File: src/rtl/calc_sequencer_if.sv
// Handshake bundle between the calculator sequencer and the shared
// multi-cycle arithmetic unit: start pulse plus latched operands going
// out, completion pulse with error qualifier and result coming back.
interface calc_sequencer_if;
    logic       alu_start;
    logic [3:0] operand1;
    logic [3:0] operand2;
    logic [2:0] md_operator;
    logic       alu_done;
    logic       alu_err;
    logic [7:0] alu_result;

    // Sequencer side: drives the start pulse and operands
    modport master (
        output alu_start,
        output operand1,
        output operand2,
        output md_operator,
        input  alu_done,
        input  alu_err,
        input  alu_result
    );

    // Arithmetic unit side
    modport slave (
        input  alu_start,
        input  operand1,
        input  operand2,
        input  md_operator,
        output alu_done,
        output alu_err,
        output alu_result
    );
endinterface

File: src/rtl/calc_sequencer.sv
// Calculator sequencing controller: steps through operand / operator
// entry on debounced button presses, launches the arithmetic unit, waits
// for its completion (with timeout), then shows the result for a number
// of 1 s ticks or an error until the user acknowledges.
module calc_sequencer #(
    parameter int SHOW_SECS   = 5,
    parameter int ALU_TIMEOUT = 64
) (
    input  logic                    CLK,
    input  logic                    reset,
    input  logic                    tick_1s,
    input  logic [3:0]              num,
    input  logic [1:0]              op,
    input  logic                    mode,
    input  logic                    done,
    calc_sequencer_if.master        alu,
    output logic [7:0]              result,
    output logic [2:0]              state,
    output logic                    calcmod,
    output logic                    show_res,
    output logic                    err,
    output logic                    sof_reset
);

    typedef enum logic [2:0] {
        ST_OP1  = 3'd0,
        ST_OPR  = 3'd1,
        ST_OP2  = 3'd2,
        ST_EXEC = 3'd3,
        ST_SHOW = 3'd4,
        ST_ERR  = 3'd5
    } state_t;

    localparam int TMO_W  = $clog2(ALU_TIMEOUT + 1);
    localparam int TICK_W = $clog2(SHOW_SECS + 1);
    localparam logic [TMO_W-1:0]  TMO_LAST  = TMO_W'(ALU_TIMEOUT - 1);
    localparam logic [TICK_W-1:0] TICK_LAST = TICK_W'(SHOW_SECS - 1);
    localparam logic [2:0]        MD_DIVIDE = 3'b011;

    state_t state_reg, state_next;

    logic done_sync1_reg, done_sync2_reg, done_sync3_reg;
    logic done_pulse;

    logic [TMO_W-1:0]  tmo_cnt_reg,  tmo_cnt_next;
    logic [TICK_W-1:0] tick_cnt_reg, tick_cnt_next;

    logic [3:0] operand1_reg, operand1_next;
    logic [3:0] operand2_reg, operand2_next;
    logic [2:0] md_operator_reg, md_operator_next;
    logic [7:0] result_reg, result_next;
    logic       calcmod_reg, calcmod_next;
    logic       alu_start_reg, alu_start_next;
    logic       show_res_reg, show_res_next;
    logic       err_reg, err_next;
    logic       sof_reset_reg, sof_reset_next;

    logic timeout_hit;
    logic show_expired;

    // Two-flop synchronizer for the raw button plus one flop for edge detect
    always_ff @(posedge CLK or negedge reset) begin
        if (!reset) begin
            done_sync1_reg <= 1'b0;
            done_sync2_reg <= 1'b0;
            done_sync3_reg <= 1'b0;
        end else begin
            done_sync1_reg <= done;
            done_sync2_reg <= done_sync1_reg;
            done_sync3_reg <= done_sync2_reg;
        end
    end

    // A held button yields a single pulse on its rising edge
    assign done_pulse   = done_sync2_reg & ~done_sync3_reg;
    assign timeout_hit  = (tmo_cnt_reg == TMO_LAST);
    assign show_expired = tick_1s && (tick_cnt_reg == TICK_LAST);

    // State register
    always_ff @(posedge CLK or negedge reset) begin
        if (!reset) begin
            state_reg <= ST_OP1;
        end else begin
            state_reg <= state_next;
        end
    end

    // Next-state logic; alu_done takes priority over a simultaneous timeout
    always_comb begin
        state_next = state_reg;
        case (state_reg)
            ST_OP1: begin
                if (done_pulse) state_next = ST_OPR;
            end
            ST_OPR: begin
                if (done_pulse) state_next = mode ? ST_EXEC : ST_OP2;
            end
            ST_OP2: begin
                if (done_pulse) begin
                    if (md_operator_reg == MD_DIVIDE && num == 4'd0) state_next = ST_ERR;
                    else                                             state_next = ST_EXEC;
                end
            end
            ST_EXEC: begin
                if (alu.alu_done)     state_next = alu.alu_err ? ST_ERR : ST_SHOW;
                else if (timeout_hit) state_next = ST_ERR;
            end
            ST_SHOW: begin
                if (done_pulse || show_expired) state_next = ST_OP1;
            end
            ST_ERR: begin
                if (done_pulse) state_next = ST_OP1;
            end
            default: state_next = ST_OP1;
        endcase
    end

    // Next values of the registered outputs and counters
    always_comb begin
        operand1_next    = operand1_reg;
        operand2_next    = operand2_reg;
        md_operator_next = md_operator_reg;
        calcmod_next     = calcmod_reg;
        result_next      = result_reg;
        tmo_cnt_next     = '0;
        tick_cnt_next    = '0;

        if (state_reg == ST_OP1 && done_pulse) begin
            operand1_next = num;
        end
        if (state_reg == ST_OPR && done_pulse) begin
            md_operator_next = {mode, op};
            calcmod_next     = mode;
            if (mode) operand2_next = 4'd0;
        end
        if (state_reg == ST_OP2 && done_pulse) begin
            operand2_next = num;
        end

        // Result only loads on a clean completion; every error entry forces FF
        if (state_reg == ST_EXEC && alu.alu_done && !alu.alu_err) begin
            result_next = alu.alu_result;
        end
        if (state_next == ST_ERR && state_reg != ST_ERR) begin
            result_next = 8'hFF;
        end

        // Counters run only while staying in their state, so they clear on entry
        if (state_reg == ST_EXEC && state_next == ST_EXEC) begin
            tmo_cnt_next = tmo_cnt_reg + 1'b1;
        end
        if (state_reg == ST_SHOW && state_next == ST_SHOW) begin
            tick_cnt_next = tick_1s ? tick_cnt_reg + 1'b1 : tick_cnt_reg;
        end

        alu_start_next = (state_next == ST_EXEC) && (state_reg != ST_EXEC);
        show_res_next  = (state_next == ST_SHOW);
        err_next       = (state_next == ST_ERR);
        sof_reset_next = (state_next == ST_OP1) &&
                         (state_reg == ST_SHOW || state_reg == ST_ERR);
    end

    // Output and counter registers
    always_ff @(posedge CLK or negedge reset) begin
        if (!reset) begin
            operand1_reg    <= 4'd0;
            operand2_reg    <= 4'd0;
            md_operator_reg <= 3'd0;
            calcmod_reg     <= 1'b0;
            result_reg      <= 8'd0;
            tmo_cnt_reg     <= '0;
            tick_cnt_reg    <= '0;
            alu_start_reg   <= 1'b0;
            show_res_reg    <= 1'b0;
            err_reg         <= 1'b0;
            sof_reset_reg   <= 1'b0;
        end else begin
            operand1_reg    <= operand1_next;
            operand2_reg    <= operand2_next;
            md_operator_reg <= md_operator_next;
            calcmod_reg     <= calcmod_next;
            result_reg      <= result_next;
            tmo_cnt_reg     <= tmo_cnt_next;
            tick_cnt_reg    <= tick_cnt_next;
            alu_start_reg   <= alu_start_next;
            show_res_reg    <= show_res_next;
            err_reg         <= err_next;
            sof_reset_reg   <= sof_reset_next;
        end
    end

    assign alu.alu_start   = alu_start_reg;
    assign alu.operand1    = operand1_reg;
    assign alu.operand2    = operand2_reg;
    assign alu.md_operator = md_operator_reg;
    assign result          = result_reg;
    assign state           = state_reg;
    assign calcmod         = calcmod_reg;
    assign show_res        = show_res_reg;
    assign err             = err_reg;
    assign sof_reset       = sof_reset_reg;

endmodule

File: src/flat_wrapper.sv
// flat-port wrapper written by rule: the top's interface ports become plain ports
module calc_sequencer_flat 
#(
    parameter int SHOW_SECS   = 5,
    parameter int ALU_TIMEOUT = 64
)
  (CLK, reset, tick_1s, num, op, mode, done, result, state, calcmod, show_res, err, sof_reset, alu_alu_start, alu_operand1, alu_operand2, alu_md_operator, alu_alu_done, alu_alu_err, alu_alu_result);
  calc_sequencer_if alu_i ();
  input  logic CLK;
  input  logic reset;
  input  logic tick_1s;
  input  logic [3:0] num;
  input  logic [1:0] op;
  input  logic mode;
  input  logic done;
  output logic [7:0] result;
  output logic [2:0] state;
  output logic calcmod;
  output logic show_res;
  output logic err;
  output logic sof_reset;
  output wire logic [$bits(alu_i.alu_start)-1:0] alu_alu_start;
  output wire logic [$bits(alu_i.operand1)-1:0] alu_operand1;
  output wire logic [$bits(alu_i.operand2)-1:0] alu_operand2;
  output wire logic [$bits(alu_i.md_operator)-1:0] alu_md_operator;
  input wire logic [$bits(alu_i.alu_done)-1:0] alu_alu_done;
  input wire logic [$bits(alu_i.alu_err)-1:0] alu_alu_err;
  input wire logic [$bits(alu_i.alu_result)-1:0] alu_alu_result;
  assign alu_alu_start = alu_i.alu_start;
  assign alu_operand1 = alu_i.operand1;
  assign alu_operand2 = alu_i.operand2;
  assign alu_md_operator = alu_i.md_operator;
  assign alu_i.alu_done = alu_alu_done;
  assign alu_i.alu_err = alu_alu_err;
  assign alu_i.alu_result = alu_alu_result;
  calc_sequencer #(.SHOW_SECS(SHOW_SECS), .ALU_TIMEOUT(ALU_TIMEOUT)) u_core (.CLK(CLK), .reset(reset), .tick_1s(tick_1s), .num(num), .op(op), .mode(mode), .done(done), .alu(alu_i), .result(result), .state(state), .calcmod(calcmod), .show_res(show_res), .err(err), .sof_reset(sof_reset));
endmodule
File: config.mk
export PLATFORM = sky130hd
export DESIGN_NAME = calc_sequencer_flat
export DESIGN_NICKNAME = d
export VERILOG_FILES = /design/src/rtl/calc_sequencer_if.sv /design/src/rtl/calc_sequencer.sv /design/src/flat_wrapper.sv
export SDC_FILE = /design/constraint.sdc
export NUM_CORES = 1
export LEC_CHECK = 0
export ABC_AREA = 1
export CORE_MARGIN = 8
export CORE_UTILIZATION = 47
export CTS_CLUSTER_DIAMETER = 30
export CTS_CLUSTER_SIZE = 8
export DETAILED_ROUTE_END_ITERATION = 8
export HOLD_SLACK_MARGIN = 0.15
export PLACE_DENSITY_LB_ADDON = 0.05
export SLEW_MARGIN = 15
export SYNTH_ARGS = -nofsm -noshare
export SYNTH_HDL_FRONTEND = slang
export SYNTH_SLANG_ARGS = --single-unit
File: constraint.sdc
create_clock -name CLK -period 1.6 [get_ports CLK]
set_input_delay 0.32 -clock CLK [delete_from_list [all_inputs] [get_ports CLK]]
set_output_delay 0.32 -clock CLK [all_outputs]
set_load 0.05 [all_outputs]
==> flow_metrics.py, run 1 <==
metrics = {
    "power_and_ir_drop": {
        "p_leak_nw": 1.215,
        "clockPowerShare": 0.154,
        "powerDensity_nw_per_um2": 1866,
        "power_switching_share": 0.4584,
        "peakVddDrop_mv": 0.9716,
        "seqPwrFrac": 0.331,
        "comb_power_share": 0.515,
        "internal_power_mw": 2.482,
        "switchingPower_mw": 2.101,
    },
    "synthesis": {
        "synth_warnings": 0,
        "syn_nets": 214,
        "synth_area_sq_um": 1773,
        "synth_top_area_share": 0.5505,
        "yosys_most_used_dff": "dfrtp_1",
        "synth_top_area_cell": "dfrtp_1",
        "synth_seq_cells": 39,
        "synth_cells": 190,
        "synth-edff-count": 0,
        "synthArstFlopShare": 1.000,
        "yosysUniqueCellTypes": 22,
        "yosysSeqAreaShare": 0.5505,
        "synthTopCellsByArea": "dfrtp_1 (55%), nand2_1 (8.7%), nor2_1 (4.9%), mux2i_1 (4.5%), inv_1 (3.8%)",
        "syn-mean-instance-area_sq_um": 9.331,
    },
    "detailed_routing": {
        "viasPerCell": 4.851,
        "dr.first_iter.drc_count": 34,
        "wl_per_cell_um": 12.50,
        "dr.pass1.iters": 4,
        "antenna_left": 0,
        "num_vias": 1436,
        "drc": 0,
        "drt_wl_total_um": 3699,
    },
    "finish": {
        "drive_gt1_frac": 0.2621,
        "largest_reg_flops": 8,
        "layout_common_cells": "nand2_1 (39), dfrtp_1 (39), buf_4 (24), nor2_1 (23), clkdlybuf4s50_1 (19)",
        "syn2layout_area_growth_pct": 38.53,
        "post-route-cell-area_sq_um": 2456,
        "nets": 271,
        "antenna_cells": 0,
    },
    "sta": {
        "skew_ns": 0.005565,
        "fmax_mhz": 684.4,
        "maxSlewHeadroom": 0.6780,
        "timing.hold.ws_ns": 0.3641,
        "drv_slew": 0,
        "tns_ns": 0,
        "post-route-period-util": 0.9131,
        "worst_pin_slew_ns": 0.4831,
        "period_minus_slack_ns": 1.461,
        "hold_viol_final": 0,
        "grt_setup_unrepaired": "no",
        "setup_viol": 0,
    },
    "grt": {
        "grt_pass1_wl_um": 6430,
        "grt_max_degree": 24,
        "antenna_found_initial": 0,
        "overflow": 0,
        "grt_usage": 0.1327,
        "first_global_vias": 1502,
    },
    "outcome": {
        "status": "complete, no violations",
    },
    "clocking": {
        "insertion_delay_ns": 0.29,
        "cts_setup_buffers": 0,
        "cts_buffers": 5,
        "cts_tree": "yes",
        "cts_sinks": 39,
        "htreeDepth": 2,
        "root_buffer": "clkbuf_8",
        "path_clk_slew_ns": 0.07,
        "clockBufferDepth": 2,
    },
    "floorplanning": {
        "rows": 22,
        "io_pins": 48,
        "die_h_um": 77.42,
        "die_area_sq_um": 5994,
        "core_sq_um": 3633,
        "dieWidth_um": 77.42,
        "start_util": 0.4879,
    },
    "placement": {
        "place_congestion": 0.8193,
        "dpl_cell_area_sq_um": 2333,
        "portBuffers": 47,
        "hpwl_um": 2979,
    },
    "hold_path": {
        "hold_class": "flop to flop",
    },
    "worst_setup_path": {
        "path_max_fanout": 8,
        "arrival_ns": 1.63,
        "start_kind": "flop",
        "critPathRequiredTime_ns": 1.77,
        "crit_type": "flop to flop",
        "endpoint_kind": "flop",
    },
    "job": {
        "max-cap-violations": 0,
    },
}
cell type report:
cell class	count	area (sq um)
flip-flops and latches	39	975.9
fillers	304	1177
well taps	48	60.06
inverters	22	82.58
clock buffers	8	100.1
repair buffers	52	525.5
multi-input cells	127	711.9
cell families (layout without fill, tap and decap cells):
family / count (synthesis) / in the layout / share of synthesized area
AND/OR/NAND/NOR: 99 / 99 / 0.2738
flip-flops: 39 / 39 / 0.5505
multiplexers: 8 / 8 / 0.04517
XOR/XNOR: 2 / 2 / 0.009882
AO/OA/AOI/OAI: 15 / 15 / 0.04446
buffers and inverters: 24 / 82 / 0.05504
adder cells (fa/ha/maj): 3 / 3 / 0.02117
stage by stage:
| step | instances | power, mW | setup WS [ns] | util |
|---|---|---|---|---|
| 2_1_floorplan | 190 | 2.995 | 0.03015 | - |
| 3_3_place_gp | 287 | 3.858 | 0.01560 | 0.6422 |
| 3_5_place_dp | 287 | 3.900 | -0.008485 | 0.6422 |
| 4_1_cts | 296 | 4.623 | 0.1070 | 0.6725 |
| 5_1_grt | 296 | 4.821 | 0.01536 | 0.6760 |
| 6_report | 296 | 4.584 | 0.1390 | 0.6760 |
synthesized netlist by cell type (2+ instances only):
cell type  number
nor2_2          8
nand2_2         4
nand3_4         2
nand3_2         3
nor3b_1         2
o21ai_0        10
buf_4           2
ha_1            3
a21oi_1         3
inv_1          18
nand2_1        41
dfrtp_1        39
nand3_1        12
inv_2           4
xnor2_1         2
mux2i_1         8
or2_2           2
nor2_1         23
critical path: stages, from the launching register on:
cell     delay [ns]
dfrtp_1        0.39
ha_1           0.22
nand2_2        0.09
nor2_2         0.05
nand2_1        0.11
nand2_1        0.09
nand2_2        0.08
nand3_4        0.09
nand3_4        0.14
nand2_1        0.07
power by group through the flow:
stage	sequential (mW)	clock, mW	combinational, mW
finish	1.52	0.707	2.36
detailed placement	1.54	0	2.37
floorplan	2.34	0	0.655
global placement	1.52	0	2.34
CTS	1.52	0.733	2.37
global route	1.56	0.769	2.49
routing by layer:
layer  part of all wire  global-route usage
met1               0.40              0.1311
met2               0.52              0.2384
met3              0.060             0.04147
met4              0.022             0.07925
met5                  0                   0
worst paths after layout:
kind / slack [ns] / startpoint / to / depth (start not counted)
max in group asynchronous: 0.57 / reset / u_core.result[1]$_DFFE_PN0P_ / 3
max: 0.14 / u_core.tmo_cnt_reg[0]$_DFF_PN0_ / u_core.result[1]$_DFFE_PN0P_ / 9
min in group asynchronous: 0.52 / reset / u_core.alu.operand2[1]$_DFFE_PN0P_ / 2
max reg2reg: 0.14 / u_core.tmo_cnt_reg[0]$_DFF_PN0_ / u_core.result[1]$_DFFE_PN0P_ / 9
min reg2reg: 0.36 / u_core.done_sync1_reg$_DFF_PN0_ / u_core.done_sync2_reg$_DFF_PN0_ / 0
min: 0.36 / u_core.done_sync1_reg$_DFF_PN0_ / u_core.done_sync2_reg$_DFF_PN0_ / 0
timing repair:
action	CTS	global route
setup endpoints to repair	0	8
hold buffers	1	0
endpoints found under the hold margin	21	0
gates resized for setup	0	3
No activity file was read; power rests on OpenSTA's default activity.
==> run 2: changes to the inputs <==
- CORE_ASPECT_RATIO: not set -> 0.5
- TNS_END_PERCENT: not set -> 20
==> run 2 against run 1 <==
Wire length grew 6.9%. Highest routed layer is now met3. Setup slack lost 0.011 ns. Final cell count grew 1.0%. Flip-flop and latch count is the same. Clock skew is essentially flat. Sequential power is essentially flat. Design area grew 1.4%. Critical path type unchanged. Global-route usage shrank 0.051 points. Core utilization grew 3.0 points. Hold slack lost 0.0057 ns. Sequential share of layout area shrank 0.54 points. Via count shrank 2.4%.
==> flow_metrics.py, run 2 (synthesis gave the netlist of run 1 again) <==
metrics = {
    "outcome": {
        "status": "complete, no violations",
    },
    "finish": {
        "stdcell_count": 299,
        "syn2layout_area_growth_pct": 40.44,
        "multi_input_area_sq_um": 711.9,
        "antenna_cells": 0,
        "post-route-util": 0.7057,
        "drive_gt1_frac": 0.2661,
        "nets": 271,
        "largest_reg_flops": 8,
        "fillers": 288,
        "layout_common_cells": "nand2_1 (39), dfrtp_1 (39), nor2_1 (23), buf_4 (23), clkdlybuf4s50_1 (19)",
        "register_area_sq_um": 975.9,
    },
    "power_and_ir_drop": {
        "clockPowerShare": 0.178,
        "switchingPower_mw": 2.131,
        "p_leak_nw": 1.230,
        "power_switching_share": 0.4506,
        "comb_power_share": 0.501,
        "seqPwrFrac": 0.321,
        "peakVddDrop_mv": 1.317,
        "powerDensity_nw_per_um2": 1900,
        "internal_power_mw": 2.599,
    },
    "floorplanning": {
        "core_sq_um": 3528,
        "dieWidth_um": 102.9,
        "io_pins": 48,
        "start_util": 0.5025,
        "die_area_sq_um": 6113,
        "die_h_um": 59.43,
        "rows": 15,
    },
    "detailed_routing": {
        "num_vias": 1402,
        "antenna_left": 0,
        "drc": 0,
        "wl_per_cell_um": 13.22,
        "dr.first_iter.drc_count": 31,
        "viasPerCell": 4.689,
        "drt_wl_total_um": 3954,
        "dr.pass1.iters": 5,
    },
    "sta": {
        "drv_slew": 0,
        "grt_setup_unrepaired": "no",
        "tns_ns": 0,
        "period_minus_slack_ns": 1.472,
        "maxSlewHeadroom": 0.6686,
        "post-route-period-util": 0.9199,
        "skew_ns": 0.005119,
        "fmax_mhz": 679.4,
        "hold_viol_final": 0,
        "worst_pin_slew_ns": 0.4972,
        "setup_viol": 0,
    },
    "clocking": {
        "root_buffer": "clkbuf_8",
        "htreeDepth": 2,
        "cts_sinks": 39,
        "path_clk_slew_ns": 0.08,
        "clockBufferDepth": 2,
        "cts_tree": "yes",
        "insertion_delay_ns": 0.28,
        "cts_buffers": 5,
    },
    "grt": {
        "antenna_found_initial": 0,
        "grt_max_degree": 22,
        "overflow": 0,
        "first_global_vias": 1394,
        "grt_pass1_wl_um": 6320,
        "grt_usage": 0.1321,
    },
    "worst_setup_path": {
        "r2r_cells": 9,
        "r2r_slack_ns": 0.13,
        "endpoint_kind": "flop",
        "arrival_ns": 1.64,
        "cp-endpoint": "u_core.result[2]$_DFFE_PN0P_",
        "start_kind": "flop",
        "path_max_fanout": 8,
        "critPathRequiredTime_ns": 1.77,
        "r2r_start": "u_core.tmo_cnt_reg[0]$_DFF_PN0_",
        "crit_type": "flop to flop",
        "rr_endpoint": "u_core.result[2]$_DFFE_PN0P_",
        "crit_path_start": "u_core.tmo_cnt_reg[0]$_DFF_PN0_",
    },
    "placement": {
        "place_congestion": 0.7526,
        "placed_cells": 289,
        "hpwl_um": 3068,
        "portBuffers": 47,
    },
    "job": {
        "max-cap-violations": 0,
    },
    "hold_path": {
        "hold_class": "flop to flop",
    },
}
## run 2: cell types whose count changed in the layout (fill, tap and decap cells not counted), sizes merged
cell,before,now
bufinv,0,1
clkinv,0,1
clkbuf,8,6
## run 2: layer usage
layer	up-vias	wire [um]	global-route usage	part of all wire
met5	-	0	0	0
met2	31	1835	0.2110	0.46
met1	658	1826	0.1668	0.46
met3	0	292	0.05855	0.074
met4	0	0	0.01222	0
li1	713	-	-	-
## run 2: worst min-delay path by stage
stage,to,cells after the start,slack (ns),from
after floorplan,u_core.alu.alu_start$_DFF_PN0_,0,0.02,reset
final,u_core.done_sync2_reg$_DFF_PN0_,0,0.36,u_core.done_sync1_reg$_DFF_PN0_
after detailed placement,u_core.alu.operand1[1]$_DFFE_PN0P_,1,0.32,reset
after global routing,u_core.done_sync2_reg$_DFF_PN0_,0,0.36,u_core.done_sync1_reg$_DFF_PN0_
after global placement,u_core.alu.operand1[1]$_DFFE_PN0P_,1,0.30,reset
after CTS,u_core.done_sync2_reg$_DFF_PN0_,0,0.36,u_core.done_sync1_reg$_DFF_PN0_
## run 2: metrics by stage
| step | setup WS, ns | hold WS [ns] | power [mW] | cell area (sq um) |
|---|---|---|---|---|
| floorplan | 0.03015 | 0.02441 | 2.995 | 1773 |
| global placement | 0.02130 | 0.3042 | 3.865 | 2342 |
| detailed placement | -0.007932 | 0.3155 | 3.904 | 2342 |
| CTS | 0.04106 | 0.3599 | 4.752 | 2470 |
| global route | 0.02056 | 0.3643 | 4.947 | 2490 |
| finish | 0.1282 | 0.3584 | 4.730 | 2490 |
## run 2: power groups by stage
stage	Combinational, mW	Sequential (mW)	Clock [mW]
global route	2.50	1.55	0.897
global placement	2.34	1.53	0
floorplan	0.655	2.34	0
detailed placement	2.37	1.53	0
finish	2.37	1.52	0.843
CTS	2.38	1.52	0.856
## run 2: repair_timing
item,in CTS,in global routing
gates resized for setup,0,3
hold endpoints to repair,20,0
setup buffers,0,1
hold buffers,1,0
endpoints found under the setup margin,0,8
## run 2: worst max-delay path: stages (launching register included)
cell,delay [ns]
dfrtp_1,0.40
ha_1,0.21
nand2_1,0.12
nor2_2,0.06
nand2_2,0.08
nand2_1,0.07
nand2_2,0.09
nand3_4,0.10
nand3_4,0.15
nand2_1,0.08
## run 2: area by class of cell
type | count | area share
Multi-Input combinational cell | 127 | 0.2859
Clock buffer | 6 | 0.03317
Tap cell | 51 | 0.02563
Sequential cell | 39 | 0.3920
Timing Repair Buffer | 52 | 0.2161
Clock inverter | 2 | 0.01407
Inverter | 22 | 0.03317
